File: src/rtl/ace_snoop_responder_if.sv
// ace_snoop_responder_if: bundles the AC request, cache lookup, CR response and CD data channels of the snoop responder.
//   AC     : ac_valid_i/ac_ready_o handshake, ac_addr_i, ac_snoop_i, ac_prot_i
//   lookup : lookup_req_o/lookup_gnt_i handshake, lookup_addr_o/snoop_o/prot_o,
//            result strobe lookup_valid_i with hit/dirty/shared/data
//   CR     : cr_valid_o/cr_ready_i handshake, cr_resp_o = {WasUnique, IsShared, PassDirty, Error, DataTransfer}
//   CD     : cd_valid_o/cd_ready_i handshake, cd_data_o, cd_last_o
// The slave modport is the responder; the master modport is the surrounding interconnect and cache.
interface ace_snoop_responder_if #(
    parameter int unsigned AddrWidth = 64,
    parameter int unsigned DataWidth = 64,
    parameter int unsigned LineWidth = 128
);
    logic                 ac_valid_i;
    logic                 ac_ready_o;
    logic [AddrWidth-1:0] ac_addr_i;
    logic [3:0]           ac_snoop_i;
    logic [2:0]           ac_prot_i;
    logic                 lookup_req_o;
    logic                 lookup_gnt_i;
    logic [AddrWidth-1:0] lookup_addr_o;
    logic [3:0]           lookup_snoop_o;
    logic [2:0]           lookup_prot_o;
    logic                 lookup_valid_i;
    logic                 lookup_hit_i;
    logic                 lookup_dirty_i;
    logic                 lookup_shared_i;
    logic [LineWidth-1:0] lookup_data_i;
    logic                 cr_valid_o;
    logic                 cr_ready_i;
    logic [4:0]           cr_resp_o;
    logic                 cd_valid_o;
    logic                 cd_ready_i;
    logic [DataWidth-1:0] cd_data_o;
    logic                 cd_last_o;

    modport slave (
        input  ac_valid_i, ac_addr_i, ac_snoop_i, ac_prot_i,
        output ac_ready_o,
        output lookup_req_o, lookup_addr_o, lookup_snoop_o, lookup_prot_o,
        input  lookup_gnt_i, lookup_valid_i, lookup_hit_i, lookup_dirty_i, lookup_shared_i, lookup_data_i,
        output cr_valid_o, cr_resp_o,
        input  cr_ready_i,
        output cd_valid_o, cd_data_o, cd_last_o,
        input  cd_ready_i
    );

    modport master (
        output ac_valid_i, ac_addr_i, ac_snoop_i, ac_prot_i,
        input  ac_ready_o,
        input  lookup_req_o, lookup_addr_o, lookup_snoop_o, lookup_prot_o,
        output lookup_gnt_i, lookup_valid_i, lookup_hit_i, lookup_dirty_i, lookup_shared_i, lookup_data_i,
        input  cr_valid_o, cr_resp_o,
        output cr_ready_i,
        input  cd_valid_o, cd_data_o, cd_last_o,
        output cd_ready_i
    );
endinterface

File: src/rtl/ace_snoop_responder.sv
// ace_snoop_responder: buffers ACE snoop requests, runs one cache lookup per snoop, returns CRRESP and streams the line on CD.
//   clk_i  : clock
//   rst_ni : synchronous active-low reset
//   bus    : slave side of ace_snoop_responder_if (AC in, lookup port, CR out, CD out)
module ace_snoop_responder #(
    parameter int unsigned AddrWidth   = 64,
    parameter int unsigned DataWidth   = 64,
    parameter int unsigned LineWidth   = 128,
    parameter int unsigned AcFifoDepth = 2
) (
    input logic clk_i,
    input logic rst_ni,
    ace_snoop_responder_if.slave bus
);
    localparam int unsigned Beats = LineWidth / DataWidth;
    localparam int unsigned BeatW = Beats > 1 ? $clog2(Beats) : 1;
    localparam int unsigned PtrW  = AcFifoDepth > 1 ? $clog2(AcFifoDepth) : 1;
    localparam int unsigned CntW  = $clog2(AcFifoDepth + 1);

    typedef enum logic [1:0] {IDLE, LOOKUP, WAIT, RESP} state_t;

    logic [AddrWidth-1:0] fifo_addr [AcFifoDepth];
    logic [3:0]           fifo_snoop [AcFifoDepth];
    logic [2:0]           fifo_prot [AcFifoDepth];
    logic [PtrW-1:0]      wr_ptr, rd_ptr;
    logic [CntW-1:0]      cnt;
    logic                 full, empty, push, pop;

    state_t               state_q, state_n;
    logic [AddrWidth-1:0] addr_q;
    logic [3:0]           snoop_q;
    logic [2:0]           prot_q;
    logic [4:0]           resp_q;
    logic [LineWidth-1:0] line_q;
    logic [BeatW-1:0]     beat_q;
    logic                 cr_done_q, cd_done_q;

    logic                 lookup_req, cr_valid, cd_valid, cr_fire, cd_fire, last_beat;
    logic [3:0]           head_snoop;
    logic                 head_dvm, head_err;
    logic                 lk_read, lk_clean, dt;
    logic [4:0]           resp_lk;

    assign full  = cnt == CntW'(AcFifoDepth);
    assign empty = cnt == '0;
    assign push  = bus.ac_valid_i && !full;

    // Snoop classification of the FIFO head decides whether a lookup is needed at all.
    assign head_snoop = fifo_snoop[rd_ptr];
    assign head_dvm   = head_snoop[3:1] == 3'b111;
    assign head_err   = !head_dvm && !(head_snoop inside {4'b0000, 4'b0001, 4'b0010, 4'b0011,
                                                          4'b0111, 4'b1000, 4'b1001, 4'b1101});

    // Response derived from the pre-snoop line state reported by the lookup.
    assign lk_read  = snoop_q inside {4'b0000, 4'b0001, 4'b0010, 4'b0011, 4'b0111};
    assign lk_clean = snoop_q inside {4'b1000, 4'b1001};
    assign dt       = bus.lookup_hit_i && (lk_read || (lk_clean && bus.lookup_dirty_i));
    assign resp_lk  = {bus.lookup_hit_i && !bus.lookup_shared_i,
                       bus.lookup_hit_i && (snoop_q inside {4'b0000, 4'b0001, 4'b0010, 4'b0011, 4'b1000}),
                       dt && bus.lookup_dirty_i && (snoop_q inside {4'b0111, 4'b1000, 4'b1001}),
                       1'b0,
                       dt};

    assign last_beat = beat_q == BeatW'(Beats - 1);
    assign cr_fire   = cr_valid && bus.cr_ready_i;
    assign cd_fire   = cd_valid && bus.cd_ready_i;

    assign bus.ac_ready_o     = !full;
    assign bus.lookup_req_o   = lookup_req;
    assign bus.lookup_addr_o  = addr_q;
    assign bus.lookup_snoop_o = snoop_q;
    assign bus.lookup_prot_o  = prot_q;
    assign bus.cr_valid_o     = cr_valid;
    assign bus.cr_resp_o      = resp_q;
    assign bus.cd_valid_o     = cd_valid;
    assign bus.cd_data_o      = line_q[beat_q*DataWidth +: DataWidth];
    assign bus.cd_last_o      = cd_valid && last_beat;

    always_ff @(posedge clk_i) begin
        if (!rst_ni) begin
            wr_ptr <= '0;
            rd_ptr <= '0;
            cnt    <= '0;
        end else begin
            if (push) begin
                fifo_addr[wr_ptr]  <= bus.ac_addr_i;
                fifo_snoop[wr_ptr] <= bus.ac_snoop_i;
                fifo_prot[wr_ptr]  <= bus.ac_prot_i;
                wr_ptr <= wr_ptr == PtrW'(AcFifoDepth - 1) ? '0 : wr_ptr + 1'b1;
            end
            if (pop) rd_ptr <= rd_ptr == PtrW'(AcFifoDepth - 1) ? '0 : rd_ptr + 1'b1;
            cnt <= cnt + CntW'(push) - CntW'(pop);
        end
    end

    always_ff @(posedge clk_i) begin
        if (!rst_ni) state_q <= IDLE;
        else         state_q <= state_n;
    end

    always_comb begin
        state_n    = state_q;
        pop        = 1'b0;
        lookup_req = 1'b0;
        cr_valid   = 1'b0;
        cd_valid   = 1'b0;
        case (state_q)
            IDLE: if (!empty) begin
                pop     = 1'b1;
                state_n = (head_dvm || head_err) ? RESP : LOOKUP;
            end
            LOOKUP: begin
                lookup_req = 1'b1;
                if (bus.lookup_gnt_i) state_n = WAIT;
            end
            WAIT: if (bus.lookup_valid_i) state_n = RESP;
            RESP: begin
                cr_valid = !cr_done_q;
                cd_valid = resp_q[0] && !cd_done_q;
                // CR and CD finish independently; leave once both sides are done.
                if ((cr_done_q || bus.cr_ready_i) &&
                    (!resp_q[0] || cd_done_q || (bus.cd_ready_i && last_beat)))
                    state_n = IDLE;
            end
            default: state_n = IDLE;
        endcase
    end

    always_ff @(posedge clk_i) begin
        if (!rst_ni) begin
            addr_q    <= '0;
            snoop_q   <= '0;
            prot_q    <= '0;
            resp_q    <= '0;
            line_q    <= '0;
            beat_q    <= '0;
            cr_done_q <= 1'b0;
            cd_done_q <= 1'b0;
        end else begin
            if (pop) begin
                addr_q    <= fifo_addr[rd_ptr];
                snoop_q   <= head_snoop;
                prot_q    <= fifo_prot[rd_ptr];
                resp_q    <= head_err ? 5'b00010 : 5'b00000;
                beat_q    <= '0;
                cr_done_q <= 1'b0;
                cd_done_q <= 1'b0;
            end
            if (state_q == WAIT && bus.lookup_valid_i) begin
                resp_q <= resp_lk;
                line_q <= bus.lookup_data_i;
            end
            if (cr_fire) cr_done_q <= 1'b1;
            if (cd_fire) begin
                beat_q <= last_beat ? '0 : beat_q + 1'b1;
                if (last_beat) cd_done_q <= 1'b1;
            end
        end
    end
endmodule

File: src/flat_wrapper.sv
// flat-port wrapper written by rule: the top's interface ports become plain ports
module ace_snoop_responder_flat 
#(
    parameter int unsigned AddrWidth   = 64,
    parameter int unsigned DataWidth   = 64,
    parameter int unsigned LineWidth   = 128,
    parameter int unsigned AcFifoDepth = 2
)
  (clk_i, rst_ni, bus_ac_valid_i, bus_ac_addr_i, bus_ac_snoop_i, bus_ac_prot_i, bus_ac_ready_o, bus_lookup_req_o, bus_lookup_addr_o, bus_lookup_snoop_o, bus_lookup_prot_o, bus_lookup_gnt_i, bus_lookup_valid_i, bus_lookup_hit_i, bus_lookup_dirty_i, bus_lookup_shared_i, bus_lookup_data_i, bus_cr_valid_o, bus_cr_resp_o, bus_cr_ready_i, bus_cd_valid_o, bus_cd_data_o, bus_cd_last_o, bus_cd_ready_i);
  ace_snoop_responder_if #(.AddrWidth(AddrWidth), .DataWidth(DataWidth), .LineWidth(LineWidth)) bus_i ();
  input logic clk_i;
  input logic rst_ni;
  input wire logic [$bits(bus_i.ac_valid_i)-1:0] bus_ac_valid_i;
  input wire logic [$bits(bus_i.ac_addr_i)-1:0] bus_ac_addr_i;
  input wire logic [$bits(bus_i.ac_snoop_i)-1:0] bus_ac_snoop_i;
  input wire logic [$bits(bus_i.ac_prot_i)-1:0] bus_ac_prot_i;
  output wire logic [$bits(bus_i.ac_ready_o)-1:0] bus_ac_ready_o;
  output wire logic [$bits(bus_i.lookup_req_o)-1:0] bus_lookup_req_o;
  output wire logic [$bits(bus_i.lookup_addr_o)-1:0] bus_lookup_addr_o;
  output wire logic [$bits(bus_i.lookup_snoop_o)-1:0] bus_lookup_snoop_o;
  output wire logic [$bits(bus_i.lookup_prot_o)-1:0] bus_lookup_prot_o;
  input wire logic [$bits(bus_i.lookup_gnt_i)-1:0] bus_lookup_gnt_i;
  input wire logic [$bits(bus_i.lookup_valid_i)-1:0] bus_lookup_valid_i;
  input wire logic [$bits(bus_i.lookup_hit_i)-1:0] bus_lookup_hit_i;
  input wire logic [$bits(bus_i.lookup_dirty_i)-1:0] bus_lookup_dirty_i;
  input wire logic [$bits(bus_i.lookup_shared_i)-1:0] bus_lookup_shared_i;
  input wire logic [$bits(bus_i.lookup_data_i)-1:0] bus_lookup_data_i;
  output wire logic [$bits(bus_i.cr_valid_o)-1:0] bus_cr_valid_o;
  output wire logic [$bits(bus_i.cr_resp_o)-1:0] bus_cr_resp_o;
  input wire logic [$bits(bus_i.cr_ready_i)-1:0] bus_cr_ready_i;
  output wire logic [$bits(bus_i.cd_valid_o)-1:0] bus_cd_valid_o;
  output wire logic [$bits(bus_i.cd_data_o)-1:0] bus_cd_data_o;
  output wire logic [$bits(bus_i.cd_last_o)-1:0] bus_cd_last_o;
  input wire logic [$bits(bus_i.cd_ready_i)-1:0] bus_cd_ready_i;
  assign bus_i.ac_valid_i = bus_ac_valid_i;
  assign bus_i.ac_addr_i = bus_ac_addr_i;
  assign bus_i.ac_snoop_i = bus_ac_snoop_i;
  assign bus_i.ac_prot_i = bus_ac_prot_i;
  assign bus_ac_ready_o = bus_i.ac_ready_o;
  assign bus_lookup_req_o = bus_i.lookup_req_o;
  assign bus_lookup_addr_o = bus_i.lookup_addr_o;
  assign bus_lookup_snoop_o = bus_i.lookup_snoop_o;
  assign bus_lookup_prot_o = bus_i.lookup_prot_o;
  assign bus_i.lookup_gnt_i = bus_lookup_gnt_i;
  assign bus_i.lookup_valid_i = bus_lookup_valid_i;
  assign bus_i.lookup_hit_i = bus_lookup_hit_i;
  assign bus_i.lookup_dirty_i = bus_lookup_dirty_i;
  assign bus_i.lookup_shared_i = bus_lookup_shared_i;
  assign bus_i.lookup_data_i = bus_lookup_data_i;
  assign bus_cr_valid_o = bus_i.cr_valid_o;
  assign bus_cr_resp_o = bus_i.cr_resp_o;
  assign bus_i.cr_ready_i = bus_cr_ready_i;
  assign bus_cd_valid_o = bus_i.cd_valid_o;
  assign bus_cd_data_o = bus_i.cd_data_o;
  assign bus_cd_last_o = bus_i.cd_last_o;
  assign bus_i.cd_ready_i = bus_cd_ready_i;
  ace_snoop_responder #(.AddrWidth(AddrWidth), .DataWidth(DataWidth), .LineWidth(LineWidth), .AcFifoDepth(AcFifoDepth)) u_core (.clk_i(clk_i), .rst_ni(rst_ni), .bus(bus_i));
endmodule
File: config.mk
export PLATFORM = sky130hd
export DESIGN_NAME = ace_snoop_responder_flat
export DESIGN_NICKNAME = d
export VERILOG_FILES = /design/src/rtl/ace_snoop_responder_if.sv /design/src/rtl/ace_snoop_responder.sv /design/src/flat_wrapper.sv
export SDC_FILE = /design/constraint.sdc
export NUM_CORES = 1
export LEC_CHECK = 0
export ABC_AREA = 0
export CORE_ASPECT_RATIO = 0.7
export CORE_MARGIN = 2
export CORE_UTILIZATION = 25
export CTS_BUF_LIST = sky130_fd_sc_hd__clkbuf_4 sky130_fd_sc_hd__clkbuf_8 sky130_fd_sc_hd__clkbuf_16
export DETAILED_ROUTE_END_ITERATION = 8
export GPL_ROUTABILITY_DRIVEN = 0
export HOLD_SLACK_MARGIN = 0.12
export SYNTH_ARGS = -nofsm -noshare
export SYNTH_HDL_FRONTEND = slang
export SYNTH_SLANG_ARGS = --single-unit
File: constraint.sdc
create_clock -name clk_i -period 12.5 [get_ports clk_i]
set_input_delay 2.5 -clock clk_i [delete_from_list [all_inputs] [get_ports clk_i]]
set_output_delay 2.5 -clock clk_i [all_outputs]
set_load 0.005 [all_outputs]
# Yosys cells after proc, flatten, opt, wreduce, memory -nomap -nowiden

Memory sizes are Yosys's and may differ from the RTL's. A register that Yosys moved wholly into a read port is not among the register bits.
Cells that the tools add are included.

Register bits after elaboration: 146
Latch bits: 0
RAM bits: 142
ROM bits: 0
Input bits: 209
Memories: 3

Memory list:

| name              | words | bits a word | read ports | clocked after memory_dff | wr ports | RTL line                  | source |
|---|---|---|---|---|---|---|---|
| u_core.fifo_addr  | 2     | 64          | 1          | 1                        | 1        | ace_snoop_responder.sv:22 | `logic [AddrWidth-1:0] fifo_addr [AcFifoDepth];` |
| u_core.fifo_snoop | 2     | 4           | 1          | 1                        | 1        | ace_snoop_responder.sv:23 | `logic [3:0] fifo_snoop [AcFifoDepth];` |
| u_core.fifo_prot  | 2     | 3           | 1          | 1                        | 1        | ace_snoop_responder.sv:24 | `logic [2:0] fifo_prot [AcFifoDepth];` |

Add/subtract/negate cells: 5
Multipliers: 0
Divide/modulo/power cells: 0
Magnitude comparators: 0
Eq/ne operators: 22
Shifts and indexed selects: 1
Mux-type cells: 28
Bitwise gates (word level): 1
Reduce and logical (&&, ||, !) cells: 43

Operators with widths:

| operator            | number |
|---|---|
| $shiftx 128x8->64   | 1 |
| $eq 4x4->1 const B  | 5 |
| $mux 1              | 19 |
| $eq 4x2->1 const B  | 4 |
| $logic_and 1x1->1   | 15 |
| $mux 2              | 6 |
| $mux 5              | 2 |
| $reduce_bool 5->1   | 2 |
| $logic_not 1->1     | 9 |
| $eq 4x1->1 const B  | 2 |
| $eq 4x3->1 const B  | 2 |
| $logic_not 4->1     | 2 |
| $pmux 2 s4          | 1 |
| $reduce_bool 2->1   | 4 |
| $reduce_bool 8->1   | 1 |
| $eq 2x2->1 const B  | 3 |
| $ne 2x2->1 const B  | 3 |
| $logic_or 1x1->1    | 5 |
| $logic_not 2->1     | 2 |
| $reduce_and 4->1    | 1 |
| $add 1x1->1 const B | 3 |
| $eq 3x3->1 const B  | 1 |
| $reduce_bool 3->1   | 1 |
| $add 2x1->2         | 1 |
| other kinds (5)     | 5 |

# Depth between registers and ports, before layout

Word-level depth: 8
Depth in mapped cells: 11
Depth with buffers taken out: 10

# Worst setup path after synthesis

Ideal clock, no wire load.

Path kind: input -> register
Start: in bus_ac_valid_i
End: mem u_core.fifo_addr[0][0], enable pin
Data arrival time: 5746 ps
Required time: 11999 ps
Slack: 6253 ps
Stages on the path: 3
Cells stage by stage: and2_0 nand2_1 nor2_1

Cells in the longest elaborated chain, start to end: 4

RTL lines:

| item                         | RTL line                  | source |
|---|---|---|
| start: declaration           | flat_wrapper.sv:13        | `input wire logic [$bits(bus_i.ac_valid_i)-1:0] bus_ac_valid_i;` |
| $logic_and 1x1->1            | ace_snoop_responder.sv:46 | `assign push = bus.ac_valid_i && !full;` |
| $mux 1                       | ace_snoop_responder.sv:85 | `if (push) begin` |
| $mux 1                       | ace_snoop_responder.sv:80 | `if (!rst_ni) begin` |
| $mux 1 (not written as such) | ace_snoop_responder.sv:86 | `fifo_addr[wr_ptr] <= bus.ac_addr_i;` |
| end: declaration             | ace_snoop_responder.sv:22 |  |

No other way between the ends.

# Worst setup path after layout

Start: reg u_core.beat_q
End: out bus_cd_data_o[27]

Cells in the longest elaborated chain, start to end: 1

RTL lines:

| item                     | RTL line                   | source |
|---|---|---|
| start: declaration       | ace_snoop_responder.sv:35  | `logic [BeatW-1:0] beat_q;` |
| start signal: assignment | ace_snoop_responder.sv:155 | `beat_q <= last_beat ? '0 : beat_q + 1'b1;` |
| $shiftx 128x8->64        | ace_snoop_responder.sv:76  | `assign bus.cd_data_o = line_q[beat_q*DataWidth +: DataWidth];` |
| end: declaration         | flat_wrapper.sv:32         | `output wire logic [$bits(bus_i.cd_data_o)-1:0] bus_cd_data_o;` |

No other way between the ends.

==> results.md <==
- Area Overhead vs Synth: 40.2%
- DP HPWL: 24,500 um
- Postcts setup bufs: 0
- CTS H-tree lvls: 2
- Maximum clock path buffer count: 3
- Worst Hold Depth: 2
- CP endpoint kind: primary output
- Post-cts resize count: 0
- Cell taking the most area after synthesis: dfxtp_1
- Wire length per cell: around 16 um
- DRT Pass-1 Iters: 4
- Most common flop cell mapped by yosys: dfxtp_1
- Vias per cell: 4.34
- 1st-iter DRT viols: 450
- Via count: 9,609
- Footprint of the multi-input gates: 4420 sq um
- Max-cap viol count: 0
- CP Depth: 3
- Post-synth ARST share: 0%
- GR Overflow Total: 0
- Die Wd: 281 um
- R2r setup slk: 9.85 ns
- VDD IR-drop max: 0.0862 mV
- Max Freq: 0.197 GHz
- Fin. Hold Viols: 0
- Die area: 55,500 sq um
- Max stage delay on crit path: 0.70 ns
- Post-synthesis sequential area ratio: between 60% and 70%
- Syn nets: between 1,000 and 1,500
- Clock sinks: approximately 360
- Buf/Inv on CP: 2
- Startpoint types: flip-flop
- Area of the mapped netlist: 13,400 sq um
- Synth top area share: 32.0%
- First-pass GRT wire length: ~56,000 um
- Crit path cell chain: buf_4 > mux2_2 > clkdlybuf4s50_1
- Post-route clock period utilization: 40.6%
- Clock skew: 0.0221 ns
- Slowest CP cell: buf_4
- Drt total wl: 36,500 um
- Final WS setup: approximately 7.4 ns
- Cells after Synth: ~1,200
- Layout filler cell count: 5,167
- Pwr dens: approximately 190 nW/um^2
- Worst slew pin tran: 1.01 ns
- Final design area excluding fillers: 18,800 sq um
- Hold_ws: 0.451 ns
- DP Area: 17,500 sq um
- CTS root buf: clkbuf_16
- Largest net degree at the start of global routing: 98
- Worst-path fanout max: 68
- Max Slew Vio Count: 0
- Slew headroom: 32.5%
- Crit Path Class: reg -> out
- RSZ-0062 raised after global routing: no
- Avg Inst Size Synth: 11.3 sq um
- Worst-path clk slew: 0.06 ns
- Post-synth EDFFs: 142
- Most frequent cell after synthesis: nand2_1
- Final setup TNS: 0 ns
- Core Area: 52,600 sq um
- Worst r2r dst: u_core.bus.lookup_addr_o[33]
- Synth area leaders: dfxtp_1 (32%), edfxtp_1 (32%), nand2_1 (7.4%)
- #FFs+latches synth: between 300 and 400
- Reg2reg path depth: 7
- Clock insertion delay at the later pin of the skew report: 0.55 ns
- FP Rows: 70
- Min-Delay Path Class: reg -> reg
- Top delay family on crit path: buffers and inverters
- Final min period: 5.07 ns
- Initial Util: 25.5%
- Synth warn: 0
- Tot GR Track Use: 12.8%
- CTS tree: yes
- Die height: 198 um
- Place WS: 7.47 ns
- Register area: around 8600 sq um
- CTS buffer count: 39
- Final ANT Viol Nets: 0
- RR Startpoint: u_core.state_q[1]
- Req. time, crit path: approximately 10 ns
- Initial antenna violation count: 2
- Layout cells sized above 1: 10.5%
- Leakage power: ~0.0063 uW
- I/O Pins: approximately 350
- Port Buf Inserts: roughly 350
- Worst hold endpoint: u_core.line_q[60]
- Worst hold start: u_core.line_q[60]
- Final setup viols: 0
- DR DRC count: 0
- Yosys cell types: 46
- Hold_buf cts: 0
- Vias in the first global route: 9,604
- Final nets: 1,717
- Outcome: finished clean
- Top post-synthesis cells by count: nand2_1 (263), dfxtp_1 (214), edfxtp_1 (142), a21oi_1 (136), nor2_1 (82)
- Arr. time, crit path: between 2 and 3 ns
## metrics by stage
stage               std cells  util (%)  total power (uW)
finish                   2216      35.8              3570
global route             2216      35.8              3780
CTS                      2215      35.8              3640
detailed placement       2145      33.2              2440
global placement         2145      33.2              2420
floorplan                1184         -              2010
## registers in the layout, summed over array words and instances (netlist names), 2 cells and up, named ones only
register / cells
u_core.line_q: 128
u_core.bus.lookup_snoop_o: 4
u_core.fifo_addr: 128
u_core.bus.lookup_addr_o: 64
u_core.fifo_snoop: 8
u_core.bus.lookup_prot_o: 3
u_core.cnt: 2
u_core.fifo_prot: 6
u_core.bus.cr_resp_o: 5
u_core.state_q: 2
## worst min-delay path, stage by stage, from the launching register on
cell and delay, ns:
dfxtp_1 0.31, nand2_1 0.05, a21oi_1 0.05
## layer usage
layer / up-vias / share of wire (%) / global-route usage (%)
met3: 62 / 4.8 / 3.24
met1: 4571 / 43 / 16.0
met2: 188 / 49 / 21.4
li1: 4786 / - / -
met5: - / 0.036 / 0
met4: 2 / 2.9 / 4.99
## layout by cell type (no fill, tap or decap), types with 4 or more instances in the layout
cell / instances
mux2_2: 64
nor2_1: 81
edfxtp_1: 142
nand3_1: 6
inv_1: 4
clkbuf_8: 5
mux2i_1: 70
a21oi_1: 136
ha_1: 6
clkdlybuf4s50_1: 353
clkbuf_4: 10
dfxtp_1: 212
clkinv_2: 8
clkbuf_16: 40
buf_4: 9
a211oi_1: 68
nand2_1: 262
## area by class of cell
class | instances | share of cell area, %
multi-input combinational | 737 | 23.5
tap | 684 | 4.55
inverter | 6 | 0.160
clock buffer | 55 | 6.09
sequential | 356 | 45.5
antenna | 1 | 0.0133
timing repair buffer | 362 | 19.2
clock inverter | 15 | 0.959
## where the power goes
part | switching (uW) | total (uW) | internal (uW)
Clock | 470 | 1180 | 706
Sequential | 110 | 1510 | 1400
Combinational | 428 | 885 | 457
## cells by family after synthesis
| kind of cell | Yosys count | synth area share [%] |
|---|---|---|
| AOI/OAI and AO/OA | 220 | 10.1 |
| buffers and inverters | 91 | 3.40 |
| DFF | 356 | 63.8 |
| xor gates and xnor gates | 4 | 0.261 |
| adders and majority gates | 7 | 0.635 |
| muxes | 136 | 10.9 |
| and+or+nand+nor | 370 | 10.8 |
## how the worst max path moves through the flow
stage / startpoint / to / slack [ns]
after global placement: rst_ni / u_core.fifo_addr[0][44] / 7.48
final: u_core.beat_q / bus_cd_data_o[27] / 7.43
after CTS: u_core.beat_q / bus_cd_data_o[27] / 7.38
after floorplan: bus_ac_valid_i / u_core.fifo_addr[0][0] / 6.25
after global routing: u_core.beat_q / bus_cd_data_o[10] / 7.31
after detailed placement: rst_ni / u_core.fifo_addr[0][44] / 7.47
Power figures use the tool's default switching activity.
==> variant 1, RTL diff (config.mk and constraints unchanged) <==
`AddrWidth` is set to 64 in 3 places; all go to 56.
--- a/src/rtl/ace_snoop_responder_if.sv
+++ b/src/rtl/ace_snoop_responder_if.sv
@@ -6,7 +6,7 @@
 //   CD     : cd_valid_o/cd_ready_i handshake, cd_data_o, cd_last_o
 // The slave modport is the responder; the master modport is the surrounding interconnect and cache.
 interface ace_snoop_responder_if #(
-    parameter int unsigned AddrWidth = 64,
+    parameter int unsigned AddrWidth = 56,
     parameter int unsigned DataWidth = 64,
     parameter int unsigned LineWidth = 128
 );
--- a/src/rtl/ace_snoop_responder.sv
+++ b/src/rtl/ace_snoop_responder.sv
@@ -3,7 +3,7 @@
 //   rst_ni : synchronous active-low reset
 //   bus    : slave side of ace_snoop_responder_if (AC in, lookup port, CR out, CD out)
 module ace_snoop_responder #(
-    parameter int unsigned AddrWidth   = 64,
+    parameter int unsigned AddrWidth   = 56,
     parameter int unsigned DataWidth   = 64,
     parameter int unsigned LineWidth   = 128,
     parameter int unsigned AcFifoDepth = 2
--- a/src/flat_wrapper.sv
+++ b/src/flat_wrapper.sv
@@ -1,7 +1,7 @@
 // flat-port wrapper written by rule: the top's interface ports become plain ports
 module ace_snoop_responder_flat 
 #(
-    parameter int unsigned AddrWidth   = 64,
+    parameter int unsigned AddrWidth   = 56,
     parameter int unsigned DataWidth   = 64,
     parameter int unsigned LineWidth   = 128,
     parameter int unsigned AcFifoDepth = 2
Interface: changed (resized bus_ac_addr_i and bus_lookup_addr_o); port bits go from 354 to 338. No check against the original RTL was run, so the function may have changed too.
==> variant 1 against the original RTL <==
- sequential cell count decreased by 24
- first-iteration DRC count rose by 9.1%
- wire length fell by 4.1%
- clock power fell by 4%
- final area is 4.6% lower
- fmax grew 0.49%
- via count decreased by 4.2%
- setup slack improved by 25 ps
- synthesized area decreased by 5.1%
- power shrank 4.3%
- critical path type unchanged
- highest routed layer unchanged
==> variant 1: results <==
{
  "largest_register_ffs": 128,
  "avgRoutedWirePerCell_um": 16.4,
  "use_met1_pct": 16.9,
  "portBuffers": 337,
  "wl_met1_um": 16000,
  "wl_met3_um": 1800,
  "design_area_um2": 17900,
  "grtUsageMet3_pct": 3.06,
  "grt_pass1_vias": 9190,
  "grt_pass1_wl_um": 52600,
  "wl_met2_um": 16400,
  "slew_viol_final": 0,
  "power.static_leakage_nw": 6.01,
  "crit_path_top_delay_cell": "dfxtp_4",
  "clock_buffers": 57,
  "clk_share_pct": 7.17,
  "worst_pin_slew_ps": 1100,
  "worstPathArrival_ps": 2550,
  "multi_input_cells": 713,
  "fin_cells": 2135,
  "grt_use_met2_pct": 20.3,
  "synthTopCellsByArea": "dfxtp_1 (32%), edfxtp_1 (30%), nand2_1 (7.8%), mux2_2 (5.7%), a21oi_1 (5.4%)",
  "status": "finished, final reports clean",
  "yosysSeqAreaShare_pct": 62.2,
  "seq_share_pct": 44.2,
  "cp_max_fo": 68,
  "antenna_found_initial": 2,
  "top_layer_used": "met5",
  "multi_input_area_um2": 4430,
  "drive_gt1_share_pct": 12.9,
  "dr.pass1.iters": 5,
  "total_power_mw": 3.41,
  "ir_drop_v": 0.0000958,
  "synthTopCellsByCount": "nand2_1 (263), dfxtp_1 (206), a21oi_1 (137)",
  "synth_cells": 1133,
  "n_all_buffers": 343,
  "fill_cells": 4974,
  "grt_start_max_net_pins": 103,
  "grt_usage_pct": 12.7,
  "pre_cts_slack_ps": 7160,
  "via_per_inst": 4.31,
  "ys_seq_elements": 332,
  "synth-edff-count": 126,
  "drtIter0Drc": 491,
  "clock_skew_ps": 26.0,
  "place_area_um2": 16600,
  "max_stage_delay_ps": 1020,
  "power_frac_seq_pct": 40.8,
  "pwr-share-comb_pct": 25.9,
  "synth_area_per_cell_um2": 11.2,
  "synth_cell_type_count": 42,
  "top_register": "u_core.line_q",
  "dp_hpwl_um": 22900,
  "syn_nets": 1340,
  "bufAreaShareNonClock_pct": 19.1,
  "clockRootBuffer": "clkbuf_16",
  "internal-power_mw": 2.42,
  "final_net_count": 1641,
  "numCtsBuffers": 38
}
-- variant 1: cells by family (layout without fill, tap and decap cells) --
logic type | after synthesis | count (layout) | synth area share, %
AOI/OAI and AO/OA | 212 | 212 | 11.6
xor gates and xnor gates | 4 | 4 | 0.276
adders and majority gates | 7 | 7 | 0.669
buffers and inverters | 88 | 415 | 3.17
DFF | 332 | 332 | 62.2
muxes | 128 | 128 | 10.9
other | 0 | 1 | 0
and+or+nand+nor | 362 | 362 | 11.2
-- variant 1: worst paths after layout --
path	slack, ps	end	cells past startpoint	startpoint
min	450	u_core.line_q[75]	2	u_core.line_q[75]
min reg2reg	450	u_core.line_q[75]	2	u_core.line_q[75]
max reg2reg	9690	u_core.bus.lookup_addr_o[31]	7	u_core.state_q[1]
max	7450	bus_cd_data_o[5]	2	u_core.beat_q
-- variant 1: worst max-delay path, delay by kind of cell, from the launching register on --
family | cells | cell delay (ps)
DFF | 1 | 1020
buffers and inverters | 1 | 490
muxes | 1 | 430
==> variant 2, RTL diff (same flow settings) <==
Made on the original files. Re-encode `state_t` (4 states) as one-hot, 4 bits wide.
--- a/src/rtl/ace_snoop_responder.sv
+++ b/src/rtl/ace_snoop_responder.sv
@@ -17,7 +17,7 @@
     localparam int unsigned PtrW  = AcFifoDepth > 1 ? $clog2(AcFifoDepth) : 1;
     localparam int unsigned CntW  = $clog2(AcFifoDepth + 1);
 
-    typedef enum logic [1:0] {IDLE, LOOKUP, WAIT, RESP} state_t;
+    typedef enum logic [3:0] {IDLE = 4'b0001, LOOKUP = 4'b0010, WAIT = 4'b0100, RESP = 4'b1000} state_t;
 
     logic [AddrWidth-1:0] fifo_addr [AcFifoDepth];
     logic [3:0]           fifo_snoop [AcFifoDepth];
Check against the original RTL: same outputs for any inputs over 4 cycles, from zero or initial values and one cycle with rst_ni low; so few cycles prove little.
==> variant 2 against the original RTL <==
- global-route usage grew 0.25 points
- final area increased by 3.5%
- core utilization fell by 0.49 points
- wire length rose by 5.9%
- power decreased by 5.0%
- setup slack got worse by 220 ps
- sequential cell count increased by 2
- synthesized area increased by 3.9%
- worst hold slack lost 0.97 ps
- critical path type unchanged
- critical endpoint is now bus_cd_data_o[3]
- largest cell class unchanged
==> variant 2: results <==
{
  "numCtsBuffers": 40,
  "power.static_leakage_nw": 7.20,
  "multi_input_cells": 742,
  "multi_input_area_um2": 4960,
  "seq_share_pct": 44.2,
  "inverters": 5,
  "wl_met2_um": 17900,
  "synthTopCellsByArea": "dfxtp_1 (31%), edfxtp_1 (31%), nand2_1 (9.0%), mux2_2 (5.4%), mux2i_1 (4.9%)",
  "grt_pass1_vias": 9748,
  "cp_max_fo": 57,
  "bufAreaShareNonClock_pct": 18.5,
  "antenna_found_initial": 3,
  "avgRoutedWirePerCell_um": 17.0,
  "clk_latency_ps": 560,
  "worst_pin_slew_ps": 974,
  "grt_start_max_net_pins": 87,
  "worstPathArrival_ps": 2800,
  "dr.pass1.iters": 5,
  "fill_cells": 5451,
  "synth_compound_gate_area_share_pct": 13.3,
  "grt_pass1_wl_um": 58700,
  "synthAdderAreaFrac_pct": 0.252,
  "area_delta_synth_final_pct": 39.7,
  "clock_skew_ps": 17.0,
  "drtIter0Drc": 454,
  "drive_gt1_share_pct": 10.6,
  "clk_share_pct": 6.89,
  "final_net_count": 1720,
  "dp_hpwl_um": 25600,
  "post_cts_buffers": 0,
  "status": "finished, final reports clean",
  "synth_cell_type_count": 54,
  "synth_cells": 1188,
  "vias": 9798,
  "cts_max_path_buffers": 3,
  "switching_share_pct": 26.8,
  "grt_use_met2_pct": 20.5,
  "yosysSeqAreaShare_pct": 61.7,
  "synthTopCellsByCount": "nand2_1 (332), dfxtp_1 (216), edfxtp_1 (142)",
  "pre_cts_slack_ps": 7310,
  "use_met1_pct": 17.4,
  "place_area_um2": 18100,
  "wl_met1_um": 17700,
  "via_per_inst": 4.30,
  "synth_xor_area_share_pct": 0.252,
  "ir_drop_v": 0.0000866,
  "seq_cell_count": 358,
  "synthMuxAreaShare_pct": 10.3
}
==> variant 2: path summary, 6_finish.rpt <==
| path | from | to | slack (ps) | cells after the start |
|---|---|---|---|---|
| setup / recovery | u_core.beat_q | bus_cd_data_o[3] | 7200 | 3 |
| hold / removal | u_core.line_q[5] | u_core.line_q[5] | 450 | 2 |
| setup reg to reg | u_core.state_q[3] | u_core.bus.lookup_addr_o[26] | 9710 | 6 |
| hold reg to reg | u_core.line_q[5] | u_core.line_q[5] | 450 | 2 |
==> variant 2: power groups by stage <==
stage / clock network (mW) / logic [mW] / registers, mW
2_1_floorplan: 0 / 0.357 / 1.48
3_3_place_gp: 0 / 0.729 / 1.48
3_5_place_dp: 0 / 0.737 / 1.49
4_1_cts: 1.25 / 0.741 / 1.47
5_1_grt: 1.29 / 0.788 / 1.48
6_report: 1.20 / 0.726 / 1.46
==> variant 2: worst max-delay path, cell delays in order, from the launching register on <==
cell             delay (ps)
dfxtp_2                 490
buf_4                   700
mux2_2                  410
clkdlybuf4s50_1         520
